## config.mk

```make
export PLATFORM = sky130hd
export DESIGN_NAME = processor
export DESIGN_NICKNAME = d
export VERILOG_FILES = /design/src/rtl/processor.sv
export SDC_FILE = /design/constraint.sdc
export NUM_CORES = 1
export LEC_CHECK = 0
export CORE_MARGIN = 5
export CORE_UTILIZATION = 30
export CTS_CLUSTER_SIZE = 12
export DETAILED_ROUTE_END_ITERATION = 16
export PLACE_DENSITY_LB_ADDON = 0.25
export SKIP_CTS_REPAIR_TIMING = 1
export SLEW_MARGIN = 20
export SYNTH_ARGS = -nofsm -noshare
export SYNTH_HDL_FRONTEND = slang
export SYNTH_SLANG_ARGS = --single-unit
```

## constraint.sdc

```tcl
create_clock -name clock -period 7 [get_ports clock]
set_input_delay 0.7 -clock clock [delete_from_list [all_inputs] [get_ports clock]]
set_output_delay 0.7 -clock clock [all_outputs]
set_load 0.05 [all_outputs]
```

## src/rtl/processor.sv

```systemverilog
// Single-cycle RV32 R-type ALU core. The program ROM, PC, decoder, 32x32 register
// file and ALU are all internal. The only visible output is the ALU zero flag.
module processor #(
  parameter int DATA_WIDTH = 32,
  parameter int IMEM_DEPTH = 32
) (
  input  logic clock,
  input  logic reset,
  output logic zero
);

  localparam int AW = $clog2(IMEM_DEPTH);
  localparam logic [6:0] OP_RTYPE = 7'b0110011;
  localparam logic [31:0] NOP     = 32'h0000_0013;

  typedef enum logic [3:0] {
    ALU_AND = 4'b0000,
    ALU_OR  = 4'b0001,
    ALU_ADD = 4'b0010,
    ALU_XOR = 4'b0011,
    ALU_SLL = 4'b0100,
    ALU_SRL = 4'b0101,
    ALU_SUB = 4'b0110,
    ALU_SLT = 4'b0111
  } alu_ctrl_t;

  typedef struct packed {
    logic [6:0] funct7;
    logic [4:0] rs2;
    logic [4:0] rs1;
    logic [2:0] funct3;
    logic [4:0] rd;
    logic [6:0] opcode;
  } rtype_t;

  // Builds one R-type instruction word.
  function automatic logic [31:0] rt(input logic [6:0] f7, input logic [4:0] rs2,
                                     input logic [4:0] rs1, input logic [2:0] f3,
                                     input logic [4:0] rd);
    return {f7, rs2, rs1, f3, rd, OP_RTYPE};
  endfunction

  // Fixed program. Everything past word 8 is addi x0,x0,0. That instruction is
  // not R-type, so it acts as a NOP here.
  function automatic logic [31:0] rom(input logic [AW-1:0] a);
    case (int'(a))
      0: return rt(7'h00, 5'd2, 5'd1, 3'b000, 5'd3);  // add x3,x1,x2
      1: return rt(7'h20, 5'd3, 5'd3, 3'b000, 5'd4);  // sub x4,x3,x3
      2: return rt(7'h00, 5'd2, 5'd1, 3'b111, 5'd5);  // and x5,x1,x2
      3: return rt(7'h00, 5'd2, 5'd1, 3'b110, 5'd6);  // or  x6,x1,x2
      4: return rt(7'h00, 5'd3, 5'd1, 3'b100, 5'd7);  // xor x7,x1,x3
      5: return rt(7'h00, 5'd2, 5'd1, 3'b001, 5'd8);  // sll x8,x1,x2
      6: return rt(7'h00, 5'd1, 5'd8, 3'b101, 5'd9);  // srl x9,x8,x1
      7: return rt(7'h00, 5'd2, 5'd1, 3'b010, 5'd10); // slt x10,x1,x2
      8: return rt(7'h00, 5'd1, 5'd2, 3'b010, 5'd11); // slt x11,x2,x1
      default: return NOP;
    endcase
  endfunction

  logic [31:0]           pc;
  logic [DATA_WIDTH-1:0] regs [32];
  rtype_t                instr;
  alu_ctrl_t             alu_control;
  logic                  valid_rtype;
  logic [DATA_WIDTH-1:0] rd1, rd2, alu_result;
  logic                  slt_bit;

  assign instr = rtype_t'(rom(pc[AW+1:2]));

  // The read ports are asynchronous, and x0 always reads as zero.
  assign rd1 = (instr.rs1 == 5'd0) ? '0 : regs[instr.rs1];
  assign rd2 = (instr.rs2 == 5'd0) ? '0 : regs[instr.rs2];

  // Decode. Only funct7 values 0000000 and 0100000 are accepted, and 0100000
  // only together with SUB. Anything else decodes to a NOP.
  always_comb begin
    alu_control = ALU_ADD;
    valid_rtype = 1'b0;
    if (instr.opcode == OP_RTYPE && {instr.funct7[6], instr.funct7[4:0]} == 6'd0) begin
      valid_rtype = 1'b1;
      case ({instr.funct7[5], instr.funct3})
        4'b0_000: alu_control = ALU_ADD;
        4'b1_000: alu_control = ALU_SUB;
        4'b0_001: alu_control = ALU_SLL;
        4'b0_010: alu_control = ALU_SLT;
        4'b0_100: alu_control = ALU_XOR;
        4'b0_101: alu_control = ALU_SRL;
        4'b0_110: alu_control = ALU_OR;
        4'b0_111: alu_control = ALU_AND;
        default:  valid_rtype = 1'b0;
      endcase
    end
  end

  assign slt_bit = $signed(rd1) < $signed(rd2);

  // ALU. Invalid instructions force the result to 0.
  always_comb begin
    alu_result = '0;
    if (valid_rtype) begin
      case (alu_control)
        ALU_AND: alu_result = rd1 & rd2;
        ALU_OR:  alu_result = rd1 | rd2;
        ALU_ADD: alu_result = rd1 + rd2;
        ALU_XOR: alu_result = rd1 ^ rd2;
        ALU_SLL: alu_result = rd1 << rd2[4:0];
        ALU_SRL: alu_result = rd1 >> rd2[4:0];
        ALU_SUB: alu_result = rd1 - rd2;
        ALU_SLT: alu_result = {{(DATA_WIDTH-1){1'b0}}, slt_bit};
        default: alu_result = '0;
      endcase
    end
  end

  assign zero = ~reset & valid_rtype & (alu_result == '0);

  // PC advance with wrap, and register-file write. Reset restores xi = i.
  always_ff @(posedge clock) begin
    if (reset) begin
      pc <= '0;
      for (int i = 0; i < 32; i++) regs[i] <= DATA_WIDTH'(i);
    end else begin
      pc <= (pc + 32'd4) % 32'(IMEM_DEPTH * 4);
      if (valid_rtype && instr.rd != 5'd0) regs[instr.rd] <= alu_result;
    end
  end

endmodule

```

==> Word-level counts from Yosys, hierarchy flattened <==
Memories as Yosys holds them, arrays and structs flattened. A register that Yosys moved wholly into a read port is not among the register bits.
Cells that the tools add are included.
{ "word_totals": {"reg_bits": 7, "mem_bits_rw": 1024, "rom_bits": 224, "wordCells": 59, "memories": 2} }
{ "mem_list": {"columns": ["name", "depth", "width", "read_ports", "rd_ports_with_merged_regs", "wr", "line", "source"], "rows": [
  ["regs", 32, 32, 2, 0, 32, "61", "logic [DATA_WIDTH-1:0] regs [32];"],
  ["(no name shown)", 16, 14, 1, 1, 0, "46", "case (int'(a))"]
]} }
{ "classes": {"addsub": 3, "order_cmp": 1, "eq_ne": 15, "shifts": 2, "mux": 18, "bitwise_logic": 6, "reduce_logical": 11} }
{ "ops": {"columns": ["cell", "n"], "rows": [
  ["$pmux W32 S8", 1],
  ["$mux W32", 5],
  ["$add A32 B32 Y32", 1],
  ["$and A32 B32 Y32", 1],
  ["$eq A4 B3 Y1 const B", 8],
  ["$logic_not A32 Y1", 1],
  ["$lt A32 B32 Y1", 1],
  ["$or A32 B32 Y32", 1],
  ["$reduce_or A32 Y1", 1],
  ["$shl A32 B5 Y32", 1],
  ["$shr A32 B5 Y32", 1],
  ["$sub A32 B32 Y32", 1],
  ["$xor A32 B32 Y32", 1],
  ["$pmux W3 S7", 1],
  ["$eq A4 B2 Y1 const B", 3],
  ["$logic_not A5 Y1", 2],
  ["$eq A4 B1 Y1 const B", 2],
  ["$logic_not A4 Y1", 2],
  ["$mux W1", 8],
  ["$reduce_or A8 Y1", 1],
  ["$add A7 B3 Y7 const B", 1],
  ["$eq A7 B6 Y1 const B", 1],
  ["$logic_not A6 Y1", 1],
  ["$mux W5", 1],
  ["other kinds (7)", 9]
]} }

==> Depth between registers and ports, before layout <==
{ "logic_depth": {"word_depth": 11, "depth_mapped": 25, "mapped_depth_nobuf": 19} }

==> Least setup slack after synthesis <==
OpenSTA, ideal clock, no wires.
{ "synth_path": {"path_type": "register -> output", "from": "register with a tool-made name", "to": "output zero", "arrival_ps": 6158, "required_ps": 6300, "path_slack_ps": 142, "path_stages_with_launch": 23, "path_buffers": 8, "cell_sequence": "dfxtp_1 > buf_6 > buf_6 > buf_6 > buf_6 > a211o_1 > buf_4 > buf_2 > buf_1 > buf_2 > ha_1 > nor2b_1 > o31a_1 > a2111oi_1 > o21ai_0 > a31oi_1 > xor2_1 > o22ai_1 > o41ai_2 > and4_1 > nand4b_1 > or4_1 > nor4b_2"} }
{ "synth_lines": {"columns": ["item", "line", "source"], "rows": [
  ["end, declared", "9", "output logic zero"]
]} }

==> results.sh <==
export IMPL_status="complete, no violations"
export IMPL_slowest_delay_ns=0.58
export IMPL_cp_start_kind="register"
export IMPL_routed_wl_mm=106
export IMPL_synthFlopType="edfxtp_1"
export IMPL_ys_warn_count=0
export IMPL_dp_slack_ns=-0.233
export IMPL_placed_cells=3474
export IMPL_hp_start="pc[2]"
export IMPL_worst_pin_slew_ns=1.25
export IMPL_wl_per_cell_um=29.9
export IMPL_ff2ff_path_depth=21
export IMPL_grt_pass1_vias=19800
export IMPL_crit_type="reg2out"
export IMPL_clk_pin_slew_ns=0.06
export IMPL_path_buf_inv=6
export IMPL_gr_total_overflow=0
export IMPL_htree_levels=1
export IMPL_slowest_stage="or4_4"
export IMPL_initial_core_util_pct=30.1
export IMPL_die_h_um=275
export IMPL_fillCellCount=7138
export IMPL_syn_instance_count=2436
export IMPL_fin_util_pct=37.1
export IMPL_drc=0
export IMPL_rr_endpoint="regs[1][29]"
export IMPL_cts_tree="built"
export IMPL_hold_path_class="reg2reg"
export IMPL_syn_avg_cell_area_um2=8.62
export IMPL_async_flop_share_pct=0
export IMPL_final_nets=2700
export IMPL_cp_cell_sequence="buf_4 -> mux2i_2 -> a211o_1 -> buf_4 -> inv_2 -> ha_1 -> o21ai_0 -> nand3_1 -> a21oi_1 -> nor2_1 -> or4_4 -> o31a_1 -> nor4b_4 -> buf_4 -> nand4_1 -> or4_4 -> nor4b_4 -> buf_4 -> buf_12"
export IMPL_dr_total_vias=21400
export IMPL_antenna_found_initial=3
export IMPL_r2r_slack_ns=1.59
export IMPL_critical_path_arrival_ns=6.21
export IMPL_io_buffers=2
export IMPL_drtIter0Drc=2352
export IMPL_die_area_um2=75400
export IMPL_skew_ns=0.0233
export IMPL_syn_area_um2=21000
export IMPL_io_pins=3
export IMPL_min_to="pc[2]"
export IMPL_timing_final_ws_setup_ns=0.0855
export IMPL_cellInternalPower_mw=3.89
export IMPL_p_switching_mw=3.35
export IMPL_clock_latency_ns=0.54
export IMPL_synth_seq_cells=242
export IMPL_pwr_share_clk_pct=17.0
export IMPL_hold_viol=0
export IMPL_grt_pass1_wl_mm=149
export IMPL_fin_area_um2=25800
export IMPL_power_density_nw_per_um2=280
export IMPL_std_cell_rows=97
export IMPL_ys_types=99
export IMPL_core_um2=69700
export IMPL_crit_required_ns=6.30
export IMPL_period_share_pct=98.8
export IMPL_cts_sinks=242
export IMPL_hold_depth=1
export IMPL_pwr_share_comb_pct=59.0
export IMPL_cap_violations=0
export IMPL_setup_violations_final=0
export IMPL_gp_congestion=1.09
export IMPL_synth_nets=2542
export IMPL_end_kind="primary output"
export IMPL_power_total_mw=7.24
export IMPL_slew_viol_final=0
export IMPL_p_sw_share_pct=46.3
export IMPL_slew_headroom_pct=15.9
export IMPL_cp_common_cell="buf_4"
export IMPL_p_leak_nw=9.70
export IMPL_area_growth_pct=23.1
export IMPL_ir_drop_mv=0.140
export IMPL_placedInstanceArea_um2=23500
export IMPL_clk_path_buf_depth=3
export IMPL_ant_nets=0
export IMPL_ys_seq_area_share_pct=33.8
export IMPL_synth_edff_count=224
export IMPL_track_usage_pct=26.7
export IMPL_grt_max_degree=69
export IMPL_drive_gt1_share_pct=25.8
export IMPL_fin_cells=3546
export IMPL_die_x_um=275
export IMPL_drt_pre_antenna_iters=6
export IMPL_fmaxAchievable_ghz=0.145
export IMPL_p_seq_share_pct=24.0
export IMPL_crit_family="simple AND/OR/NAND/NOR gates"
export IMPL_cts_buffers=25
export IMPL_path_max_fanout=14
export IMPL_period_needed_ns=6.91
export IMPL_dp_hpwl_mm=81.6
export IMPL_via_per_inst=6.03
export IMPL_cts_root_buf="clkbuf_16"
-- cell usage after synthesis (27+ instances only) --
library cell	number	area (um^2)
clkbuf_1	107	402
buf_2	27	135
nor2b_1	84	526
ha_1	102	1280
o22ai_1	56	350
nand3_1	45	225
a221oi_1	50	438
nand2b_1	29	181
nor3_1	110	551
a21oi_1	143	716
nor2_1	296	1110
mux2_2	101	1140
mux2_1	30	338
mux2i_1	35	350
o21ai_0	78	390
nand2_1	269	1010
a22oi_1	46	345
inv_1	101	379
edfxtp_1	224	6730
a211oi_1	39	293
-- cell families (layout without fill, tap and decap cells) --
family                     Yosys count  in the layout  share of synthesized area [%]
AOI/OAI and AO/OA                  669            669                           23.1
xor gates and xnor gates            19             19                          0.793
adders and majority gates          104            104                           6.27
buffers and inverters              284            452                           6.12
DFF                                242            242                           33.8
muxes                              168            168                           8.83
other                                0              2                              0
and+or+nand+nor                    950            950                           21.1
-- registers in the layout (all words and copies together) (netlist names), named ones only --
name	cells
regs	224
pc	5
-- how the worst max path moves through the flow --
stage	from	slack (ns)	cells after the start	endpoint
final	register	0.09	19	zero
after global placement	register	-0.32	21	zero
after floorplan	register	0.14	22	zero
after global routing	register	-0.10	19	zero
after CTS	register	-0.84	21	zero
after detailed placement	register	-0.23	21	zero
-- power groups by stage --
stage | clock [mW] | combinational (mW) | sequential [mW]
after floorplan | 0 | 2.04 | 1.74
after global placement | 0 | 3.80 | 1.76
after detailed placement | 0 | 3.77 | 1.77
after CTS | 1.25 | 3.80 | 1.74
after global routing | 1.30 | 4.44 | 1.75
final | 1.23 | 4.27 | 1.74
-- area by class of cell --
| class | count | area (um^2) | share of cell area (%) |
|---|---|---|---|
| Antenna cell | 2 | 5.00 | 0.0194 |
| Clock buffer | 30 | 644 | 2.49 |
| Clock inverter | 7 | 66.3 | 0.257 |
| Inverter | 106 | 398 | 1.54 |
| Multi-Input combinational cell | 1910 | 13900 | 53.7 |
| Sequential cell | 242 | 7110 | 27.5 |
| Tap cell | 940 | 1180 | 4.55 |
| Timing Repair Buffer | 309 | 2580 | 9.98 |
-- per-layer routing --
metal  track usage, %  up-vias  wire (um)
met2             40.4     1134      45700
met5                0        -          0
li1                 -     9397          -
met3             3.50      221       8810
met1             39.1    10600      47100
met4             9.29        0       4670
-- cell usage in the layout, fill, tap and decap left out, types with 10 or more instances in the layout --
cell type and n:
dfxtp_1 13, a31oi_1 11, o22ai_1 40, nor3_1 84, nor3_4 21, a21oi_2 16
a211oi_1 36, inv_1 100, o21ai_0 68, nand4_1 12, nand3_1 44, mux2i_1 34
a221oi_2 18, nand2b_1 20, nor2_1 290, o211ai_1 17, o22ai_2 17, buf_12 12
a221oi_1 30, nor2b_1 80, clkbuf_16 27, buf_6 12, a22oi_2 11, mux2_2 100
xnor2_1 14, ha_1 92, edfxtp_1 224, a221oi_4 10, a22oi_1 45, nand2_1 262
o31ai_1 15, a21o_1 14, mux2_1 30, or2_2 13, o221ai_1 22, and2_1 10
a21oi_1 134, nor4_1 14, buf_4 278
-- through the flow --
step,setup TNS (ns),hold WS (ns)
floorplan,0,0.461
global placement,-0.319,0.512
detailed placement,-0.233,0.518
CTS,-0.841,0.536
global route,-0.101,0.609
finish,0,0.539
-- worst register-to-register path, cell delays in order, from the launching register on --
cell and delay (ns):
dfxtp_4 0.41, clkbuf_4 0.23, buf_4 0.15, nand2_2 0.10, clkbuf_4 0.20, o22ai_2 0.19, nor3_2 0.08, buf_4 0.15
ha_1 0.36, buf_4 0.19, nand3_1 0.13, a21oi_2 0.31, a2111oi_4 0.08, buf_4 0.16, o21ai_2 0.25, nand2_1 0.15
o311ai_1 0.53, o221ai_1 0.34, o2111a_1 0.31, a311oi_1 0.50, buf_4 0.28, nor2b_1 0.16
No activity file was read; power rests on OpenSTA's default activity.
